--- src/rtl/tl_road_model.sv ---
// tl_road_model -- vehicle-side end of the traffic-light interface.
//
// Each street keeps a queue of waiting cars. A car joins on an arrival pulse.
// While its light is green (code 00), the car at the head of the queue leaves
// after PASS_CYCLES consecutive green cycles. The block also watches the two
// light codes and flags combinations that should never occur.
//
// Parameters:
//   Q_W          queue counter width; the queue saturates at 2**Q_W-1
//   PASS_CYCLES  green cycles one car needs to clear the stop line (>=1)
//
// Ports:
//   clk, reset   rising-edge clock, synchronous active-high reset
//   La, Lb       light codes: 00 green, 01 yellow, 10 red, 11 illegal
//   arr_a/arr_b  one car arrives on that street this cycle
//   Ta, Tb       sensor: queue non-empty (registered)
//   q_a, q_b     current queue length
//   dep_a/dep_b  one-cycle pulse: a car left that street
//   ovf_a/ovf_b  sticky: an arrival was dropped because the queue was full
//   err          sticky: code 11 on either light, or both lights green
//   tot_a/tot_b  16-bit wrapping departure counters, only when the
//                TL_ROAD_STATS_EN macro is defined
//
// Handshake note: there is no backpressure anywhere. Arrivals and light codes
// are sampled on every rising edge, and every output is a registered value
// that is valid for the whole cycle after the edge that produced it.
`timescale 1ns/1ps

module tl_road_street #(
  parameter int Q_W         = 4,
  parameter int PASS_CYCLES = 2
) (
  input  logic           clk,
  input  logic           reset,
  input  logic [1:0]     light,
  input  logic           arr,
  output logic           t,
  output logic [Q_W-1:0] q,
  output logic           dep,
  output logic           ovf
);
  typedef enum logic [1:0] {IDLE = 2'd0, WAIT = 2'd1, PASS = 2'd2} state_t;

  localparam int             TW     = $clog2(PASS_CYCLES) + 1;
  localparam logic [TW-1:0]  T_LAST = TW'(PASS_CYCLES - 1);
  localparam logic [TW-1:0]  T_ONE  = TW'(1);
  localparam logic [Q_W-1:0] Q_MAX  = '1;
  localparam logic [Q_W-1:0] Q_ONE  = Q_W'(1);

  state_t        state;
  logic [TW-1:0] timer;
  logic          green;
  logic          pass_now;
  logic          leave;
  logic          full_drop;
  logic [Q_W-1:0] q_next;

  // The state register is IDLE exactly when the queue is empty, so a car is
  // being served whenever the state is non-IDLE and the light is green. Codes
  // 01, 10 and 11 all count as "not green" and stop the car.
  always_comb begin
    green     = (light == 2'b00);
    pass_now  = (state != IDLE) && green;
    leave     = pass_now && (timer == T_LAST);
    full_drop = arr && !leave && (q == Q_MAX);
    q_next    = q;
    if (arr && !leave && (q != Q_MAX))
      q_next = q + Q_ONE;
    else if (!arr && leave)
      q_next = q - Q_ONE;
  end

  always_ff @(posedge clk) begin
    if (reset) begin
      state <= IDLE;
      timer <= '0;
      q     <= '0;
      t     <= 1'b0;
      dep   <= 1'b0;
      ovf   <= 1'b0;
    end else begin
      q   <= q_next;
      t   <= (q_next != '0);
      dep <= leave;
      if (full_drop)
        ovf <= 1'b1;
      // Any non-green cycle throws away the partial pass of the head car.
      if (pass_now && !leave)
        timer <= timer + T_ONE;
      else
        timer <= '0;
      if (q_next == '0)
        state <= IDLE;
      else if (green)
        state <= PASS;
      else
        state <= WAIT;
    end
  end
endmodule


--- config.mk ---
export PLATFORM = sky130hd
export DESIGN_NAME = tl_road_street
export DESIGN_NICKNAME = d
export VERILOG_FILES = /design/src/rtl/tl_road_model.sv
export SDC_FILE = /design/constraint.sdc
export NUM_CORES = 1
export LEC_CHECK = 0
export ABC_CLOCK_PERIOD_IN_PS = 2200
export CELL_PAD_IN_SITES_DETAIL_PLACEMENT = 1
export CELL_PAD_IN_SITES_GLOBAL_PLACEMENT = 1
export CORE_MARGIN = 5
export CORE_UTILIZATION = 32
export DETAILED_ROUTE_END_ITERATION = 16
export GPL_ROUTABILITY_DRIVEN = 0
export PLACE_DENSITY_LB_ADDON = 0.2
export SLEW_MARGIN = 25
export SYNTH_ARGS = -nofsm -noshare
export SYNTH_HDL_FRONTEND = slang
export SYNTH_SLANG_ARGS = --single-unit
--- constraint.sdc ---
create_clock -name clk -period 2.2 [get_ports clk]
set_input_delay 0.55 -clock clk [delete_from_list [all_inputs] [get_ports clk]]
set_output_delay 0.55 -clock clk [all_outputs]
set_load 0.01 [all_outputs]
After elaboration in Yosys (flattened, before gate mapping)
Index checks and enable logic that the tools add are counted.

cells by class
  $add $sub $neg = 3
  equal/unequal tests = 3
  mux-type cells = 3
  bitwise gates (word level) = 1
  reductions and logical operators = 15

operator list
  cell                                                                   count
  4-bit two-way mux                                                      2
  1-bit logical AND                                                      7
  4-bit by 1-bit adder with 4-bit output, second input constant          1
  4-bit equality test, second input constant                             1
  4-bit zero test                                                        1
  4-bit != test, second input constant                                   1
  4-bit nonzero test                                                     1
  2-bit OR reduction                                                     2
  4-bit by 1-bit subtractor with 4-bit output, second input constant     1
  2-bit by 1-bit adder with 2-bit output, second input constant          1
  2-bit by 1-bit equality test with 1-bit output, second input constant  1
  1-bit zero test                                                        2
  2-bit zero test                                                        1
  2-bit two-way mux                                                      1
  2-bit nonzero test                                                     1
  1-bit NOT                                                              1

storage, ports and cells
  register bits after elaboration = 11
  input bits = 5
  output and inout bits = 7
  word-level logic and storage cells = 31

Depth between registers and ports, before layout
  depth in word-level cells = 9
  depth in mapped cells = 8
  gate-level depth less buffers = 7

Worst setup path after synthesis
Ideal clock, no wire load.

  kind = input -> register
  from = input light[1]
  to = register state[1]
  library setup time = 0.124 ns
  arrival time = 2.012 ns
  required time = 2.076 ns
  setup slack = 0.064 ns
  stages on the path = 6
  buffers on the path = 1
  cells stage by stage = or3b_1 clkbuf_2 or4_1 o311a_2 nor4_4 nor2_1

on the way
  longest elaborated chain between the ends = 9
  elaborated cells between the ends (all ways) = 12
  classes of those cells = mux: 3; reduce/logical: 9

RTL lines
  element                         line  source
  start, declared                 35    input logic [1:0] light,
  2-bit zero test (*)             62    green = (light == 2'b00);
  1-bit logical AND               63    pass_now = (state != IDLE) && green;
  1-bit logical AND               64    leave = pass_now && (timer == T_LAST);
  1-bit zero test                 67    if (arr && !leave && (q != Q_MAX))
  1-bit logical AND (2 in a row)  67
  4-bit two-way mux               67
  4-bit zero test                 92    if (q_next == '0)
  2-bit OR reduction (no line)    n/a
  end signal, assigned            93    state <= IDLE;
  end signal, assigned            95    state <= PASS;
  end signal, assigned            97    state <= WAIT;
  end, declared                   50    state_t state;

Every way passes the cells marked *; elsewhere a longest branch is shown, timed or not.
A chain may end at the register's enable or synchronous reset.

Worst setup path after layout
  from = register timer[1]
  to = register state[1]

on the way
  longest elaborated chain between the ends = 8
  elaborated cells between the ends (all ways) = 10
  classes of those cells = eq/ne: 1; mux: 2; reduce/logical: 7

RTL lines
  element                                             line  source
  start, declared                                     51    logic [TW-1:0] timer;
  start signal, assigned                              89    timer <= timer + T_ONE;
  2-bit by 1-bit equality test with 1-bit output (*)  64
  1-bit logical AND (*)                               64
  1-bit zero test                                     67
  1-bit logical AND (2 in a row)                      67
  4-bit two-way mux (*)                               67
  4-bit zero test (*)                                 92
  2-bit OR reduction (no line) (*)                    n/a

Marked as above.

==> impl_metrics.csv <==
group,metric,value,unit
status,status,"finished, final reports clean",
power_and_ir_drop,total_power,0.480,mW
power_and_ir_drop,seq_power_share,44.8,%
final_layout,design_area,940,um^2
synthesis,avgSynthCellArea,8.48,um^2
timing,period_needed,2.11,ns
power_and_ir_drop,power_density,511,nW/um^2
die,die_area,2920,um^2
power_and_ir_drop,pwr-share-clk,29.7,%
place,placed_area,868,um^2
worst_setup_path,cp.arrival,2.26,ns
timing,setup_viol,0,
timing,worst_clock_skew,0.00855,ns
cts,clk_latency,0.27,ns
die,die_h,54.0,um
hold_path,worstHoldPathType,"flip-flop to flip-flop",
synthesis,synth.ff_latch_count,11,
cts,cts-root-buf,"clkbuf_4",
final_layout,fin_nets,111,
timing,slew_headroom,53.5,%
die,io_pins,12,
cts,clockBufferDepth,2,
synthesis,synth_cells,73,
worst_setup_path,worst-path-max-fanout,4,
drt,ant_nets,0,
hold_path,worst_hold_path.num_cells,1,
worst_setup_path,r2r_end,"state[1]",
drt,dr_total_vias,656,
drt,wl_met3,42,um
grt,grt_first_pass_wirelength,3.04,mm
final_layout,drive_gt1_share,27.5,%
cts,clk_pin_slew,0.08,ns
worst_setup_path,ff2ff_path_depth,7,
timing,rsz0062_at_grt,"no",
hold_path,worstHoldStart,"timer[0]",
worst_setup_path,endpoint_kind,"flip-flop",
drt,drcViolationCount,0,
timing,fmax,473,MHz
worst_setup_path,r2r_start,"timer[1]",
die,die_w,54.0,um
die,coreArea,1900,um^2
final_layout,fillCellCount,225,
drt,wl_per_cell,14.8,um
grt,antenna_found_initial,0,
synthesis,ys_types,33,
drt,met1_length,915,um
drt,first_pass_iters,2,
power_and_ir_drop,swShare,29.1,%
synthesis,netlist_area,619,um^2
worst_setup_path,crit_required,2.35,ns
timing,final.period_utilization,96.1,%
drt,highest_layer,"met4",
die,start_util,32.6,%
die,rows,16,
drt,via_per_inst,5.09,
power_and_ir_drop,power.switching,0.140,mW
power_and_ir_drop,intPower,0.341,mW
place,hpwl,1.41,mm
worst_setup_path,r2r_slack,0.09,ns
timing,maxSlewViolCount,0,
cts,cts_hold_buffers,0,
grt,grt-ovfl-total,0,
final_layout,n_antenna_cell,0,
power_and_ir_drop,p_leak,0.376,nW
drt,wl,1.91,mm
final_layout,final_util,49.4,%
timing,hold_viol,0,
grt,grt_pass1_vias,685,
grt,grt_usage,14.8,%
place,io_buffers,11,
power_and_ir_drop,comb_power_share,25.5,%
timing,tightest_slew,0.695,ns
final_layout,area_growth,51.7,%
cts,cts_max_level,1,
cts,numCtsBuffers,3,
cts,cts_tree,"done",
job,drv_cap,0,
hold_path,worstHoldEndpoint,"timer[0]",
power_and_ir_drop,ir_drop,0.363,mV
cts,clock-sinks,11,
synthesis,yosys_warnings,0,
worst_setup_path,cp-start-kind,"flip-flop",
worst_setup_path,critPathLaunch,"timer[1]",
synthesis,yosysSeqAreaShare,35.6,%
grt,grt_max_degree,11,
drt,drtIter0Drc,6,
drt,met2WireLength,934,um
worst_setup_path,worstSetupPathType,"flip-flop to flip-flop",
synthesis,synth.net_count,81,
-- routing by layer --
metal	vias to the layer above	global-route usage, %
li1	331	-
met1	317	18.3
met2	6	24.0
met3	2	3.88
met4	0	6.64
met5	-	0
-- how the worst max path moves through the flow --
| stage | endpoint | slack, ns | cells past startpoint |
|---|---|---|---|
| 2_1_floorplan | state[1] | 0.06 | 6 |
| 3_3_place_gp | state[1] | -0.36 | 6 |
| 3_5_place_dp | state[1] | -0.42 | 6 |
| 4_1_cts | state[1] | 0.04 | 6 |
| 5_1_grt | state[1] | 0.003 | 7 |
| 6_report | state[1] | 0.09 | 7 |
-- critical path: stages (launching register included) --
cell     delay, ns
dfxtp_1       0.31
inv_1         0.05
ha_1          0.19
or3b_4        0.40
or4_4         0.49
o311a_4       0.15
nor4_4        0.33
nor2_1        0.07
-- cell type report --
type                            instances  area [um^2]  share of cell area, %
Multi-Input combinational cell         55          402                   42.7
Inverter                                4         15.0                   1.60
Sequential cell                        11          220                   23.4
Tap cell                               27         33.8                   3.60
Timing Repair Buffer                   28          243                   25.8
Clock buffer                            4         26.3                   2.80
-- through the flow --
| stage | cells | setup slack, ns | hold WS [ns] | setup TNS (ns) |
|---|---|---|---|---|
| 2_1_floorplan | 73 | 0.0640 | 0.406 | 0 |
| 5_1_grt | 129 | 0.00326 | 0.456 | 0 |
| 6_report | 129 | 0.0861 | 0.444 | 0 |
| 3_5_place_dp | 124 | -0.416 | 0.430 | -1.56 |
| 3_3_place_gp | 124 | -0.359 | 0.416 | -1.33 |
| 4_1_cts | 128 | 0.0393 | 0.453 | 0 |
-- flip-flops by register name, indices dropped and copies added (netlist names) --
register,flops
dep,1
ovf,1
q,4
state,2
t,1
timer,2
-- synthesized netlist by cell type, drive strengths merged --
master / n / share of area, %
xnor2: 2 / 2.8
nor2b: 1 / 1.0
nor3b: 1 / 1.2
or2: 1 / 1.0
a21oi: 2 / 1.6
nor3: 3 / 2.4
nand2b: 2 / 2.0
or3b: 1 / 1.4
nand3b: 1 / 1.2
or4: 2 / 2.4
nand4: 1 / 1.0
o221ai: 1 / 1.4
o31ai: 1 / 1.2
buf: 2 / 1.6
nand3: 3 / 2.4
nor4: 4 / 6.5
and3: 1 / 1.0
a21o: 1 / 1.2
clkbuf: 1 / 0.81
nand2: 2 / 1.2
a311oi: 1 / 1.4
a211oi: 2 / 2.4
o21ai: 2 / 1.6
inv: 4 / 2.4
nor2: 10 / 6.1
dfxtp: 11 / 36
a31oi: 2 / 2.0
o311a: 2 / 3.4
ha: 3 / 6.1
o211ai: 2 / 2.4
or3: 1 / 1.0
-- cells in the final DEF (no fill, tap or decap), types with 3 or more instances in the layout --
cell	synthesis	routed
ha_1	3	3
clkdlybuf4s50_1	0	9
inv_1	4	4
buf_4	0	17
clkbuf_4	0	3
nor4_1	3	3
nor2_1	10	10
dfxtp_1	11	11
nand3_1	3	3
-- cells by family after synthesis --
| family | share of synthesized area (%) |
|---|---|
| buffers and inverters | 4.85 |
| and+or+nand+nor | 31.9 |
| adders and majority gates | 6.06 |
| DFF | 35.6 |
| AOI/OAI and AO/OA | 18.8 |
| xor gates and xnor gates | 2.83 |
-- what timing repair did --
item / CTS / global route
setup buffers: 0 / 1
pin swaps: 1 / 3
gates cloned: 0 / 0
setup endpoints to repair: 3 / 3
resized for setup: 2 / 6
-- power by group through the flow --
stage | registers [mW] | logic (mW) | clock network [mW]
floorplan | 0.225 | 0.0538 | 0
global placement | 0.220 | 0.112 | 0
detailed placement | 0.220 | 0.114 | 0
CTS | 0.216 | 0.117 | 0.145
global route | 0.218 | 0.133 | 0.155
finish | 0.215 | 0.122 | 0.143
Power figures use the tool's default switching activity.
